File: src/rtl/drive_pkg.sv
// rtl/drive_pkg.sv - shared types, IR button codes and duty targets for drive_mode_ctrl
// Purpose: enums for top-level mode, CAM sub-state and drive command; IR code map;
// drive-command to target-duty mapping. No ports.
package drive_pkg;

    typedef enum logic [1:0] {
        MODE_IDLE = 2'b00,
        MODE_CAM  = 2'b01,
        MODE_IR   = 2'b10
    } mode_t;

    typedef enum logic [1:0] {
        CAM_SEARCH = 2'b00,
        CAM_FOLLOW = 2'b01,
        CAM_PAUSE  = 2'b11
    } cam_state_t;

    typedef enum logic [3:0] {
        DRV_STOP     = 4'd0,
        DRV_LEFT     = 4'd1,
        DRV_RIGHT    = 4'd2,
        DRV_SLOW     = 4'd3,
        DRV_MEDIUM   = 4'd4,
        DRV_FAST     = 4'd5,
        DRV_REVERSE  = 4'd6,
        DRV_LREVERSE = 4'd7,
        DRV_RREVERSE = 4'd8,
        DRV_HARD_L   = 4'd9,
        DRV_HARD_R   = 4'd10
    } drive_state_t;

    typedef struct packed {
        logic         hit;
        drive_state_t cmd;
    } ir_cmd_t;

    // Mode-select buttons
    localparam logic [7:0] IR_CODE_CAM  = 8'h0F;
    localparam logic [7:0] IR_CODE_IR   = 8'h13;
    localparam logic [7:0] IR_CODE_IDLE = 8'h10;

    // Motion buttons
    localparam logic [7:0] IR_CODE_STOP     = 8'h0C;
    localparam logic [7:0] IR_CODE_LEFT     = 8'h07;
    localparam logic [7:0] IR_CODE_RIGHT    = 8'h09;
    localparam logic [7:0] IR_CODE_FAST     = 8'h02;
    localparam logic [7:0] IR_CODE_MEDIUM   = 8'h05;
    localparam logic [7:0] IR_CODE_SLOW     = 8'h08;
    localparam logic [7:0] IR_CODE_REVERSE  = 8'h00;
    localparam logic [7:0] IR_CODE_LREVERSE = 8'h11;
    localparam logic [7:0] IR_CODE_RREVERSE = 8'h17;

    function automatic ir_cmd_t ir_cmd_lookup(input logic [7:0] code);
        ir_cmd_t r;
        r.hit = 1'b1;
        r.cmd = DRV_STOP;
        case (code)
            IR_CODE_STOP:     r.cmd = DRV_STOP;
            IR_CODE_LEFT:     r.cmd = DRV_LEFT;
            IR_CODE_RIGHT:    r.cmd = DRV_RIGHT;
            IR_CODE_FAST:     r.cmd = DRV_FAST;
            IR_CODE_MEDIUM:   r.cmd = DRV_MEDIUM;
            IR_CODE_SLOW:     r.cmd = DRV_SLOW;
            IR_CODE_REVERSE:  r.cmd = DRV_REVERSE;
            IR_CODE_LREVERSE: r.cmd = DRV_LREVERSE;
            IR_CODE_RREVERSE: r.cmd = DRV_RREVERSE;
            default:          r.hit = 1'b0;
        endcase
        return r;
    endfunction

    // Target duty for a drive command at a duty width of w bits (w <= 16).
    function automatic logic [15:0] target_duty(input drive_state_t d, input int unsigned w);
        logic [15:0] max_v;
        max_v = 16'((32'd1 << w) - 32'd1);
        case (d)
            DRV_STOP:   return 16'd0;
            DRV_SLOW:   return max_v >> 2;
            DRV_MEDIUM: return max_v >> 1;
            DRV_FAST:   return max_v;
            default:    return max_v >> 1;
        endcase
    endfunction

endpackage

File: src/rtl/duty_ramp.sv
// rtl/duty_ramp.sv - rate-limited motor duty with immediate stop
// Ports: clk_i, rst_ni (async active-low), target_i (duty target), stop_i (force 0 next
// cycle), duty_o (registered ramped duty).
module duty_ramp #(
    parameter int unsigned DUTY_W    = 8,
    parameter int unsigned RAMP_DIV  = 50_000,
    parameter int unsigned RAMP_STEP = 4
) (
    input  logic              clk_i,
    input  logic              rst_ni,
    input  logic [DUTY_W-1:0] target_i,
    input  logic              stop_i,
    output logic [DUTY_W-1:0] duty_o
);

    localparam int unsigned       DIV_W    = (RAMP_DIV > 1) ? $clog2(RAMP_DIV) : 1;
    localparam logic [DIV_W-1:0]  DIV_LAST = DIV_W'(RAMP_DIV - 1);
    localparam logic [DUTY_W-1:0] STEP     = DUTY_W'(RAMP_STEP);

    logic [DIV_W-1:0]  div_q, div_d;
    logic [DUTY_W-1:0] duty_q, duty_d;
    logic              tick;

    // Free-running divider: only reset clears it, so ramp phase is independent of target changes.
    assign tick  = (div_q == DIV_LAST);
    assign div_d = tick ? '0 : div_q + 1'b1;

    always_comb begin
        duty_d = duty_q;
        if (stop_i) begin
            duty_d = '0;
        end else if (tick) begin
            // Compare the remaining distance first so the step lands exactly on target.
            if (duty_q < target_i) begin
                duty_d = ((target_i - duty_q) <= STEP) ? target_i : duty_q + STEP;
            end else if (duty_q > target_i) begin
                duty_d = ((duty_q - target_i) <= STEP) ? target_i : duty_q - STEP;
            end
        end
    end

    always_ff @(posedge clk_i or negedge rst_ni) begin
        if (!rst_ni) begin
            div_q  <= '0;
            duty_q <= '0;
        end else begin
            div_q  <= div_d;
            duty_q <= duty_d;
        end
    end

    assign duty_o = duty_q;

endmodule

File: src/rtl/drive_mode_ctrl.sv
// rtl/drive_mode_ctrl.sv - robot mode arbiter, CAM tracker sub-FSM and drive command generator
// Ports: clk_50, reset_n (async active-low); ir_valid/ir_code from IR decoder;
// cam_dir/cam_speed/orange_detected from camera tracker; mode, cam_state, drive_state,
// mode_change (one-cycle pulse), duty (ramped) to the motor stage.
import drive_pkg::*;

module drive_mode_ctrl #(
    parameter int unsigned CMD_HOLD_CYCLES       = 25_000_000,
    parameter int unsigned LOST_GRACE_CYCLES     = 5_000_000,
    parameter int unsigned SEARCH_TIMEOUT_CYCLES = 250_000_000,
    parameter int unsigned DUTY_W                = 8,
    parameter int unsigned RAMP_DIV              = 50_000,
    parameter int unsigned RAMP_STEP             = 4
) (
    input  logic              clk_50,
    input  logic              reset_n,
    input  logic              ir_valid,
    input  logic [7:0]        ir_code,
    input  logic [2:0]        cam_dir,
    input  logic [1:0]        cam_speed,
    input  logic              orange_detected,
    output logic [1:0]        mode,
    output logic [1:0]        cam_state,
    output logic [3:0]        drive_state,
    output logic              mode_change,
    output logic [DUTY_W-1:0] duty
);

    localparam int unsigned HOLD_W   = $clog2(CMD_HOLD_CYCLES + 1);
    localparam int unsigned LOST_W   = $clog2(LOST_GRACE_CYCLES + 1);
    localparam int unsigned SEARCH_W = $clog2(SEARCH_TIMEOUT_CYCLES + 1);

    localparam logic [HOLD_W-1:0]   HOLD_LAST   = HOLD_W'(CMD_HOLD_CYCLES - 1);
    localparam logic [LOST_W-1:0]   LOST_LAST   = LOST_W'(LOST_GRACE_CYCLES - 1);
    localparam logic [SEARCH_W-1:0] SEARCH_LAST = SEARCH_W'(SEARCH_TIMEOUT_CYCLES - 1);

    mode_t                mode_q, mode_d;
    cam_state_t           cam_q, cam_d;
    drive_state_t         drive_q, drive_d;
    drive_state_t         ir_cmd_q, ir_cmd_d;
    logic                 mode_change_q, mode_change_d;
    logic [HOLD_W-1:0]    hold_cnt_q, hold_cnt_d;
    logic [LOST_W-1:0]    lost_cnt_q, lost_cnt_d;
    logic [SEARCH_W-1:0]  search_cnt_q, search_cnt_d;
    logic                 enter_cam, enter_ir;
    ir_cmd_t              ir_hit;
    logic [DUTY_W-1:0]    target;

    // Top-level mode: only strobed mode buttons move it.
    always_comb begin
        mode_d = mode_q;
        if (ir_valid) begin
            case (ir_code)
                IR_CODE_CAM:  mode_d = MODE_CAM;
                IR_CODE_IR:   mode_d = MODE_IR;
                IR_CODE_IDLE: mode_d = MODE_IDLE;
                default:      mode_d = mode_q;
            endcase
        end
    end

    assign enter_cam = (mode_d == MODE_CAM) && (mode_q != MODE_CAM);
    assign enter_ir  = (mode_d == MODE_IR)  && (mode_q != MODE_IR);

    // CAM sub-state. Mode entry/exit outranks detection; counters only advance while
    // the FSM stays in the state they time, and the transition fires at the last count,
    // so they cannot pass their limit.
    always_comb begin
        cam_d        = cam_q;
        search_cnt_d = '0;
        lost_cnt_d   = '0;
        if (mode_d != MODE_CAM) begin
            cam_d = CAM_PAUSE;
        end else if (enter_cam) begin
            cam_d = CAM_SEARCH;
        end else begin
            case (cam_q)
                CAM_SEARCH: begin
                    if (orange_detected)             cam_d = CAM_FOLLOW;
                    else if (search_cnt_q == SEARCH_LAST) cam_d = CAM_PAUSE;
                    else                             search_cnt_d = search_cnt_q + 1'b1;
                end
                CAM_FOLLOW: begin
                    if (orange_detected)             cam_d = CAM_FOLLOW;
                    else if (lost_cnt_q == LOST_LAST) cam_d = CAM_SEARCH;
                    else                             lost_cnt_d = lost_cnt_q + 1'b1;
                end
                CAM_PAUSE: begin
                    if (orange_detected) cam_d = CAM_FOLLOW;
                end
                default: cam_d = CAM_PAUSE;
            endcase
        end
    end

    // IR command latch with dead-man hold timer.
    assign ir_hit = ir_cmd_lookup(ir_code);

    always_comb begin
        ir_cmd_d   = ir_cmd_q;
        hold_cnt_d = hold_cnt_q;
        if (mode_d != MODE_IR || enter_ir) begin
            ir_cmd_d   = DRV_STOP;
            hold_cnt_d = '0;
        end else if (ir_valid && ir_hit.hit) begin
            ir_cmd_d   = ir_hit.cmd;
            hold_cnt_d = '0;
        end else if (hold_cnt_q == HOLD_LAST) begin
            ir_cmd_d = DRV_STOP;
        end else begin
            hold_cnt_d = hold_cnt_q + 1'b1;
        end
    end

    // Drive command is derived from the next-state values so it moves in the same
    // cycle as mode/cam_state.
    always_comb begin
        drive_d = DRV_STOP;
        case (mode_d)
            MODE_CAM: begin
                if (cam_speed == 2'b11) begin
                    drive_d = DRV_STOP;
                end else if (cam_d != CAM_PAUSE && cam_dir == 3'b001) begin
                    drive_d = DRV_LEFT;
                end else if (cam_d != CAM_PAUSE && cam_dir == 3'b010) begin
                    drive_d = DRV_RIGHT;
                end else if (cam_d == CAM_FOLLOW && cam_dir == 3'b011) begin
                    case (cam_speed)
                        2'b00:   drive_d = DRV_SLOW;
                        2'b01:   drive_d = DRV_MEDIUM;
                        default: drive_d = DRV_FAST;
                    endcase
                end
            end
            MODE_IR: begin
                if (cam_speed == 2'b11) begin
                    drive_d = DRV_STOP;
                end else if (orange_detected && cam_dir == 3'b010) begin
                    drive_d = DRV_HARD_L;
                end else if (orange_detected && cam_dir == 3'b001) begin
                    drive_d = DRV_HARD_R;
                end else if (orange_detected && cam_dir == 3'b011) begin
                    drive_d = DRV_REVERSE;
                end else begin
                    drive_d = ir_cmd_d;
                end
            end
            default: drive_d = DRV_STOP;
        endcase
    end

    assign mode_change_d = (mode_d != mode_q) || (cam_d != cam_q);

    always_ff @(posedge clk_50 or negedge reset_n) begin
        if (!reset_n) begin
            mode_q        <= MODE_IDLE;
            cam_q         <= CAM_PAUSE;
            drive_q       <= DRV_STOP;
            ir_cmd_q      <= DRV_STOP;
            mode_change_q <= 1'b0;
            hold_cnt_q    <= '0;
            lost_cnt_q    <= '0;
            search_cnt_q  <= '0;
        end else begin
            mode_q        <= mode_d;
            cam_q         <= cam_d;
            drive_q       <= drive_d;
            ir_cmd_q      <= ir_cmd_d;
            mode_change_q <= mode_change_d;
            hold_cnt_q    <= hold_cnt_d;
            lost_cnt_q    <= lost_cnt_d;
            search_cnt_q  <= search_cnt_d;
        end
    end

    assign target = DUTY_W'(target_duty(drive_q, DUTY_W));

    duty_ramp #(
        .DUTY_W    (DUTY_W),
        .RAMP_DIV  (RAMP_DIV),
        .RAMP_STEP (RAMP_STEP)
    ) u_duty_ramp (
        .clk_i    (clk_50),
        .rst_ni   (reset_n),
        .target_i (target),
        .stop_i   (drive_q == DRV_STOP),
        .duty_o   (duty)
    );

    assign mode        = mode_q;
    assign cam_state   = cam_q;
    assign drive_state = drive_q;
    assign mode_change = mode_change_q;

endmodule

File: config.mk
export PLATFORM = sky130hd
export DESIGN_NAME = drive_mode_ctrl
export DESIGN_NICKNAME = d
export VERILOG_FILES = /design/src/rtl/drive_pkg.sv /design/src/rtl/duty_ramp.sv /design/src/rtl/drive_mode_ctrl.sv
export SDC_FILE = /design/constraint.sdc
export NUM_CORES = 1
export LEC_CHECK = 0
export BUFFER_PORTS_ARGS = -buffer_cell sky130_fd_sc_hd__clkbuf_2
export CAP_MARGIN = 20
export CORE_ASPECT_RATIO = 1.1
export CORE_UTILIZATION = 39
export DETAILED_ROUTE_END_ITERATION = 10
export PLACE_DENSITY_LB_ADDON = 0.25
export SYNTH_ARGS = -nofsm -noshare
export SYNTH_HDL_FRONTEND = slang
export SYNTH_SLANG_ARGS = --single-unit
File: constraint.sdc
create_clock -name clk_50 -period 5 [get_ports clk_50]
set_input_delay 0 -clock clk_50 [delete_from_list [all_inputs] [get_ports clk_50]]
set_output_delay 0 -clock clk_50 [all_outputs]
set_load 0.05 [all_outputs]
==> impl_metrics.yaml <==
drt:
  drt_iter0_markers: 245
  vias: 5282
  viasPerCell: 5.49
  wl_per_cell_um: 14.8
  drc: 0
  drt_first_pass_iters: 4
  ant_nets: 0
  totalWireLength_um: 14200
setup_path:
  critPathCaptureType: "flip-flop"
  worstPathArrival_ns: 3.82
  path_max_fanout: 12
  cp_cell_sequence: "nor2_1 > nand2_1 > inv_1 > ha_1 > nand3b_1 > a21oi_2 > or4_4 > a2111oi_4 > nor2_2 > a21oi_1 > a32o_1 > a21oi_1"
  critPathRequiredTime_ns: 5.25
  path_common_cell: "a21oi_1"
  reg2reg_slack_ns: 1.43
  path_class: "flip-flop to flip-flop"
  cpMaxStageDelayCell: "a2111oi_4"
  worstSetupStartpointType: "flip-flop"
  crit_path_max_incr_delay_ns: 0.51
sta:
  hold_viol: 0
  skew_ns: 0.00983
  timing.hold.ws_ns: 0.0122
  fin_crit_sh_pct: 71.4
  setup_tns_ns: 0
  setup_violations: 0
  period_needed_ns: 3.57
  maxSlewViolCount: 0
  slew_headroom_pct: 45.0
  worst_slew_pin_slew_ns: 0.824
  rsz0062_at_grt: "no"
  fmax_mhz: 280
logic_synthesis:
  synth_nets: 764
  yosys_warnings: 0
  yosysTopAreaCellShare_pct: 41.4
  ys_seq_area_share_pct: 42.2
  yosysMostFrequentCell: "nor2_1"
  postSynthCellCount: 723
  synthesis.area_um2: 6650
  avgSynthCellArea_um2: 9.20
  ys_seq_elements: 112
  ys.flop_type: "dfrtp_1"
  async_flop_share_pct: 100
  ys_top_cells_by_count: "nor2_1, dfrtp_1, nand2_1"
  post-synth-top-area-cell: "dfrtp_1"
  synth.distinct_cells: 78
  synthTopCellsByArea: "dfrtp_1, xor2_1, nor2_1, xnor2_1, ha_1"
  synth_edf_count: 0
layout:
  fin_util_pct: 44.3
  syn2layout_area_growth_pct: 9.89
  drive_gt1_share_pct: 10.4
  fill_cells: 1631
  final_nets: 794
  fin_area_um2: 7310
  diodes: 0
  multi_input_area_um2: 3660
  seq_area_um2: 2810
global_route:
  grt_pass1_vias: 5306
  antenna_found_initial: 1
  gr-usage-all-layers_pct: 17.2
  grt_max_degree: 59
  grt-ovfl-total: 0
  grt_pass1_wl_um: 24700
hold_path:
  min_path_type: "input port to flip-flop"
power_and_ir_drop:
  max-vdd-ir-drop_v: 0.000171
  power_density_nw_per_um2: 280
  report.power.total_mw: 2.05
  leakage_nw: 3.08
clocking:
  cts_made_buffers: 9
  clk_latency_ns: 0.36
  cts_buffer_depth: 2
  post_cts_buffers: 0
  cts_tree: "done"
  cts_root_buf: "clkbuf_16"
  numClockSinks: 112
  clk_pin_slew_worst_paths_ns: 0.07
  h-tree-depth: 3
floorplan:
  dieArea_um2: 17600
  die_w_um: 127
  die_y_um: 139
  boundaryPins: 34
  start_util_pct: 40.3
  core_area_um2: 16500
  rows: 49
job:
  drv_cap: 0
placement:
  post_dp_cell_area_um2: 6990
  hpwl_um: 10400
  port-buffer-count: 33
  place.gp.congestion: 0.901
run_status:
  status: "complete, no violations"
-- cell type report --
type	instances	area share [%]
Clock buffer	10	3.27
Sequential cell	112	38.4
Timing Repair Buffer	36	2.64
Tap cell	204	3.49
Multi-Input combinational cell	569	50.0
Clock inverter	6	0.941
Inverter	25	1.28
-- flip-flops by register name, summed over array words and instances (netlist names) --
signal / cells
search_cnt_q: 28
hold_cnt_q: 25
lost_cnt_q: 23
u_duty_ramp.div_q: 16
u_duty_ramp.duty_o: 7
drive_state: 4
ir_cmd_q: 4
cam_state: 2
mode: 2
mode_change: 1
-- logic make-up after synthesis --
group	synth area share [%]
XOR/XNOR	11.3
multiplexers	0.658
AO/OA/AOI/OAI	12.0
flip-flops	42.2
AND/OR/NAND/NOR	26.4
buffers and inverters	2.88
adder cells (fa/ha/maj)	4.63
-- through the flow --
| stage | instances | worst slack (ns) |
|---|---|---|
| floorplan | 723 | 1.71 |
| global placement | 945 | 1.55 |
| detailed placement | 945 | 1.47 |
| CTS | 962 | 1.45 |
| global route | 962 | 1.15 |
| finish | 962 | 1.43 |
-- critical path, delay by kind of cell (launching register included) --
family / cells / cell delay [ns]
flops: 1 / 0.40
compound gates: 5 / 0.97
simple gates: 5 / 1.29
buf+inv: 1 / 0.43
fa+ha+maj: 1 / 0.36
-- routing by layer --
| metal | track usage (%) | vias up | wire length (um) | part of all wire, % |
|---|---|---|---|---|
| met5 | 0 | - | 0 | 0 |
| met3 | 3.63 | 28 | 576 | 4.1 |
| li1 | - | 2595 | - | - |
| met2 | 29.4 | 92 | 7080 | 50 |
| met4 | 7.86 | 0 | 317 | 2.2 |
| met1 | 20.8 | 2567 | 6240 | 44 |
-- timing repair --
| item | 4_1_cts | 5_1_grt |
|---|---|---|
| hold buffers | 1 | 0 |
| gates resized for setup | 0 | 0 |
| endpoints found under the hold margin | 54 | 0 |
| setup endpoints to repair | 0 | 0 |
-- placed cells by master, fill, tap and decap left out, drive strengths merged, types with 4 or more instances in the layout --
| cell type | instances |
|---|---|
| a211oi | 6 |
| a21o | 5 |
| a21oi | 31 |
| and2 | 4 |
| and3 | 18 |
| and4 | 4 |
| clkbuf | 42 |
| clkinv | 4 |
| dfrtp | 110 |
| ha | 23 |
| inv | 25 |
| nand2 | 60 |
| nand2b | 7 |
| nand3 | 41 |
| nand3b | 5 |
| nand4 | 21 |
| nor2 | 116 |
| nor2b | 7 |
| nor3 | 18 |
| nor4 | 6 |
| nor4b | 6 |
| o21a | 4 |
| o21ai | 25 |
| o31a | 4 |
| o31ai | 4 |
| or2 | 6 |
| or3 | 13 |
| xnor2 | 36 |
| xor2 | 50 |
-- worst paths after layout --
| check | start | endpoint | depth (start not counted) |
|---|---|---|---|
| max | drive_state[3] | u_duty_ramp.duty_o[7] | 12 |
| min | cam_dir[0] | drive_state[2] | 3 |
| max reg2reg | drive_state[3] | u_duty_ramp.duty_o[7] | 12 |
| min reg2reg | u_duty_ramp.div_q[0] | u_duty_ramp.div_q[0] | 1 |
| max in group asynchronous | reset_n | lost_cnt_q[16] | 3 |
| min in group asynchronous | reset_n | search_cnt_q[15] | 2 |
-- where the power goes --
part	total [mW]	internal [mW]	switching [mW]
clock	0.740	0.404	0.336
combinational	0.353	0.134	0.219
sequential	0.956	0.930	0.0258
total	2.05	1.47	0.581
No activity file was read; power rests on OpenSTA's default activity.
